File: config.mk
export PLATFORM = sky130hd
export DESIGN_NAME = id_issue_ctrl
export DESIGN_NICKNAME = d
export VERILOG_FILES = /design/src/rtl/id_issue_pkg.sv /design/src/rtl/id_issue_ctrl_scoreboard.sv /design/src/rtl/id_issue_ctrl.sv
export SDC_FILE = /design/constraint.sdc
export NUM_CORES = 1
export LEC_CHECK = 0
export CAP_MARGIN = 20
export CORE_MARGIN = 4
export CORE_UTILIZATION = 41
export DETAILED_ROUTE_END_ITERATION = 8
export GPL_TIMING_DRIVEN = 0
export PLACE_DENSITY = 0.72
export SETUP_SLACK_MARGIN = 0.05
export SLEW_MARGIN = 40
export SYNTH_ARGS = -nofsm -noshare
export SYNTH_HDL_FRONTEND = slang
export SYNTH_SLANG_ARGS = --single-unit
File: constraint.sdc
create_clock -name clk -period 4.39 [get_ports clk]
set_input_delay 0.6585 -clock clk [delete_from_list [all_inputs] [get_ports clk]]
set_output_delay 0.6585 -clock clk [all_outputs]
set_load 0.02 [all_outputs]
File: src/rtl/id_issue_pkg.sv
// Shared types and helpers for the ID-stage issue controller and its hazard scoreboard.
package id_issue_pkg;

  typedef enum logic [1:0] {
    RUN    = 2'd0,
    DRAIN  = 2'd1,
    HALTED = 2'd2
  } state_t;

  typedef struct packed {
    logic       valid;
    logic [4:0] dst;
    logic       is_load;
  } sb_entry_t;

  localparam logic [4:0] REG_ZERO = 5'd0;
  localparam sb_entry_t  SB_EMPTY = '0;

  // A used source that names an in-flight writer; r0 is exempt when it is hardwired.
  function automatic logic src_hit(input logic [4:0] src, input logic used,
                                   input sb_entry_t e, input logic zero_reg);
    return used && e.valid && (e.dst == src) && !(zero_reg && (src == REG_ZERO));
  endfunction

endpackage

File: src/rtl/id_issue_ctrl_scoreboard.sv
// In-flight writer tracking (EX, MEM, WB) and RAW hazard detection.
// Build option FULL_INTERLOCK_EN: no forwarding, so any EX/MEM writer interlocks.
module hazard_scoreboard
  import id_issue_pkg::*;
#(
  parameter int ZERO_REG = 1
) (
  input  logic       clk,
  input  logic       rst,
  input  logic       issue,
  input  logic       dec_wb_we,
  input  logic [4:0] dec_dst_reg,
  input  logic       dec_wb_mem_sel,
  input  logic [4:0] dec_src1,
  input  logic       dec_src1_used,
  input  logic [4:0] dec_src2,
  input  logic       dec_src2_used,
  output logic       haz
);

  localparam logic ZR = (ZERO_REG != 0);

  sb_entry_t sb_ex, sb_mem, sb_wb;
  logic      unused_wb;

  always_ff @(posedge clk) begin
    if (rst) begin
      sb_ex  <= SB_EMPTY;
      sb_mem <= SB_EMPTY;
      sb_wb  <= SB_EMPTY;
    end else begin
      sb_wb  <= sb_mem;
      sb_mem <= sb_ex;
      sb_ex  <= '{valid: issue & dec_wb_we, dst: dec_dst_reg, is_load: dec_wb_mem_sel};
    end
  end

  // WB is tracked for completeness; the register file writes before it reads.
  assign unused_wb = ^sb_wb;

  logic hit_ex;
  assign hit_ex = src_hit(dec_src1, dec_src1_used, sb_ex, ZR) |
                  src_hit(dec_src2, dec_src2_used, sb_ex, ZR);

`ifdef FULL_INTERLOCK_EN
  logic hit_mem;
  assign hit_mem = src_hit(dec_src1, dec_src1_used, sb_mem, ZR) |
                   src_hit(dec_src2, dec_src2_used, sb_mem, ZR);
  assign haz     = hit_ex | hit_mem;
`else
  assign haz     = hit_ex & sb_ex.is_load;
`endif

endmodule

File: src/rtl/id_issue_ctrl.sv
// ID/EX issue controller: RAW interlock stalls, EX flush handling, HLT drain/halt.
// Hazard rule selected by FULL_INTERLOCK_EN (see hazard_scoreboard).
module id_issue_ctrl
  import id_issue_pkg::*;
#(
  parameter int ZERO_REG     = 1,
  parameter int DRAIN_CYCLES = 3,
  parameter int CNT_W        = 16
) (
  input  logic             clk,
  input  logic             rst,
  input  logic             dec_valid,
  input  logic [4:0]       dec_src1,
  input  logic             dec_src1_used,
  input  logic [4:0]       dec_src2,
  input  logic             dec_src2_used,
  input  logic [4:0]       dec_dst_reg,
  input  logic             dec_wb_we,
  input  logic             dec_wb_mem_sel,
  input  logic             dec_hlt,
  input  logic             ex_flush,
  output logic             issue,
  output logic             stall,
  output logic             if_id_flush,
  output logic             halted,
  output logic [CNT_W-1:0] stall_cnt
);

  localparam int            DW         = (DRAIN_CYCLES > 1) ? $clog2(DRAIN_CYCLES) : 1;
  localparam logic [DW-1:0] DRAIN_LOAD = DW'(DRAIN_CYCLES - 1);

  state_t          state_q, next_state;
  logic [DW-1:0]   drain_cnt;
  logic            drain_load;
  logic            cnt_inc;
  logic            haz;

  hazard_scoreboard #(
    .ZERO_REG(ZERO_REG)
  ) u_sb (
    .clk           (clk),
    .rst           (rst),
    .issue         (issue),
    .dec_wb_we     (dec_wb_we),
    .dec_dst_reg   (dec_dst_reg),
    .dec_wb_mem_sel(dec_wb_mem_sel),
    .dec_src1      (dec_src1),
    .dec_src1_used (dec_src1_used),
    .dec_src2      (dec_src2),
    .dec_src2_used (dec_src2_used),
    .haz           (haz)
  );

  always_ff @(posedge clk) begin
    if (rst) state_q <= RUN;
    else     state_q <= next_state;
  end

  always_comb begin
    next_state  = state_q;
    issue       = 1'b0;
    stall       = 1'b0;
    if_id_flush = 1'b0;
    drain_load  = 1'b0;
    cnt_inc     = 1'b0;
    if (!rst) begin
      case (state_q)
        RUN: begin
          // A taken branch discards the ID instruction, even a stalled one.
          if (ex_flush) begin
            if_id_flush = 1'b1;
          end else if (dec_valid && haz) begin
            stall   = 1'b1;
            cnt_inc = 1'b1;
          end else begin
            issue = dec_valid;
            if (dec_valid && dec_hlt) begin
              next_state = DRAIN;
              drain_load = 1'b1;
            end
          end
        end
        DRAIN: begin
          stall = 1'b1;
          if (drain_cnt == '0) next_state = HALTED;
        end
        HALTED: begin
          stall = 1'b1;
        end
        default: next_state = RUN;
      endcase
    end
  end

  always_ff @(posedge clk) begin
    if (rst) begin
      drain_cnt <= '0;
      stall_cnt <= '0;
    end else begin
      if (drain_load)
        drain_cnt <= DRAIN_LOAD;
      else if (state_q == DRAIN && drain_cnt != '0)
        drain_cnt <= drain_cnt - DW'(1);
      if (cnt_inc && stall_cnt != '1)
        stall_cnt <= stall_cnt + CNT_W'(1);
    end
  end

  assign halted = (state_q == HALTED);

endmodule

==> metrics.yaml <==
crit_chain: "clkdlybuf4s50_1, xnor2_1, nand3_1, a2111oi_4, or2_1, a21oi_1, nor3_1, clkdlybuf4s50_1"
path_common_cell: "clkdlybuf4s50_1"
finClkSkew_ns: 0.00608
power_uw: 526
grt_first_pass_wirelength_um: 5960
port_buffers: 43
cpPeakStageDelay_ns: 0.63
fp.dieArea_um2: 4470
postPlaceCellArea_um2: 1910
finish.instance_area_um2: 1940
wl_per_cell_um: 13.9
setup.worst_path.class: "input port to output pin"
grt_max_degree: 16
final_util: 0.580
cp_data_arrival_time_ns: 2.92
fill_cells: 331
regToRegSetupSlack_ns: 2.24
async_flop_share: 0
n_antenna_cell: 0
synth.avg_cell_area_um2: 8.56
routabilityCongestion: 0.822
post-route-min-period_ns: 3.58
syn_to_final_growth_pct: 36.3
vdd_drop_max_mv: 0.147
status: "finished, final reports clean"
crit_path_top_delay_cell: "clkdlybuf4s50_1"
post-cts-setup-buffers: 0
max_freq_mhz: 280
synth.distinct_cells: 34
antenna_found_initial: 0
final_layout_size_suffix_gt1_frac: 0.0423
via_count: 1401
tns_ns: 0
vias_per_cell: 5.41
row_count: 21
cts_tree: "built"
cellLeakagePower_nw: 0.639
drv_slew: 0
start_util: 0.426
finalNonFillerCells: 259
fin_crit_sh: 0.815
clock-sinks: 27
worst_slew_pin_slew_ns: 0.505
yosysSeqAreaShare: 0.380
drt_first_iter_violations: 59
cts_made_buffers: 3
drc: 0
rsz0062_at_grt: "false"
drt-total-wl_um: 3610
hold_path_class: "register to register"
dieWidth_um: 66.9
synth_top_flop_cell: "dfxtp_1"
cts_root_buffer: "clkbuf_4"
worstPathMaxFanout: 3
clock_path_buffers: 2
cts_max_level: 1
drv_cap: 0
syn-cell-area_um2: 1420
grt_pass1_vias: 1417
cts_resized: 0
dpl.hpwl_um: 2730
ys_ff_latch: 27
fin_ws_ns: 0.813
nets: 244
io-pin-count: 44
synth.net_count: 196
clk_pin_slew_ns: 0.15
die_y_um: 66.9
finalHoldViolCount: 0
dr.pass1.iters: 4
worstPathRequired_ns: 3.73
relSlewSlack: 0.659
track_usage: 0.169
ant_nets: 0
design.core.area_um2: 3340
clock_latency_ns: 0.33
setup_violations: 0
synth_edf_count: 0
endpoint_kind: "output pin"
pre_cts_ws_ns: 0.816
ctsHoldBuffers: 0
powerDensity_nw_per_um2: 272
placed_cells: 255
cp-start-kind: "input port"
syn_inst: 166
gr-total-overflow: 0
ys_warn_count: 0
holdWs_ns: 0.499
worst paths after layout:
path                       from            to  cells after the start
hold / removal     stall_cnt[9]  stall_cnt[9]                      2
setup reg to reg  u_sb.sb_ex[1]  stall_cnt[1]                      8
setup / recovery    dec_src1[2]         stall                      8
hold reg to reg    stall_cnt[9]  stall_cnt[9]                      2
cell type report:
class,count,area [um^2],area share
plain buffers,6,37.5,0.0194
clock buffers,3,22.5,0.0116
clock inverters,1,5.00,0.00258
inverters,6,22.5,0.0116
multi-input cells,127,821,0.424
flip-flops and latches,27,541,0.279
well taps,46,57.6,0.0297
repair buffers,43,430,0.222
worst max-delay path, delay by kind of cell:
| family | cells | cell delay (ns) |
|---|---|---|
| buf+inv | 2 | 1.14 |
| compound gates | 2 | 0.49 |
| xor+xnor | 1 | 0.13 |
| simple gates | 3 | 0.49 |
report_power, final:
group	total [mW]	switching [mW]	internal [mW]
clock	0.109	0.0753	0.0342
sequential	0.270	0.0115	0.258
combinational	0.147	0.0742	0.0730
registers in the layout (all words and copies together), names as in the netlist:
name,cells
drain_cnt,2
state_q,2
u_sb.sb_ex,7
stall_cnt,16
kinds of logic (layout without fill, tap and decap cells):
logic type      count (synthesis)  after routing  share of synthesized area
simple gates                   69             69                      0.269
compound gates                 40             40                      0.180
flops                          27             27                      0.380
buf+inv                        12             59                     0.0422
xor+xnor                       10             10                     0.0616
fa+ha+maj                       6              6                     0.0528
mux                             2              2                     0.0141
cells in the final DEF (no fill, tap or decap), types with 2 or more instances in the layout:
cell type	synthesis	layout
nand4_1	5	5
a21oi_1	16	16
o21ai_1	8	8
or3_1	10	10
a311oi_1	2	2
nor2_1	9	9
clkdlybuf4s50_1	0	43
inv_1	6	6
ha_1	6	6
xnor2_1	8	8
o21ai_0	5	5
clkbuf_4	0	3
clkbuf_1	3	3
dfxtp_1	27	27
nand2_1	10	10
and3_1	3	3
nor3_1	2	2
nand2b_1	3	3
or4_1	5	5
mux2i_1	2	2
nor2b_1	7	7
o31ai_1	4	4
buf_4	2	2
nand3_1	10	10
xor2_1	2	2
metal layers:
layer  track usage  vias up  part of all wire
met3        0.0472        2             0.046
li1              -      700                 -
met4        0.0253        0            0.0039
met5             0        -                 0
met2         0.311       37              0.49
met1         0.197      662              0.46
synthesized netlist by cell type, types with 2 or more instances:
master     n  share of area
xnor2_1    8          0.049
nand2_1   10          0.026
or4_1      5          0.026
o21ai_0    5          0.018
o21ai_1    8          0.028
ha_1       6          0.053
a21oi_1   16          0.056
nor2b_1    7          0.031
nand4_1    5          0.022
buf_4      2          0.011
or3_1     10          0.044
nand3_1   10          0.035
clkbuf_1   3         0.0079
nor3_1     2         0.0070
xor2_1     2          0.012
dfxtp_1   27           0.38
and3_1     3          0.013
nand2b_1   3          0.013
mux2i_1    2          0.014
inv_1      6          0.016
a311oi_1   2          0.012
o31ai_1    4          0.021
nor2_1     9          0.024
Power figures use the tool's default switching activity.
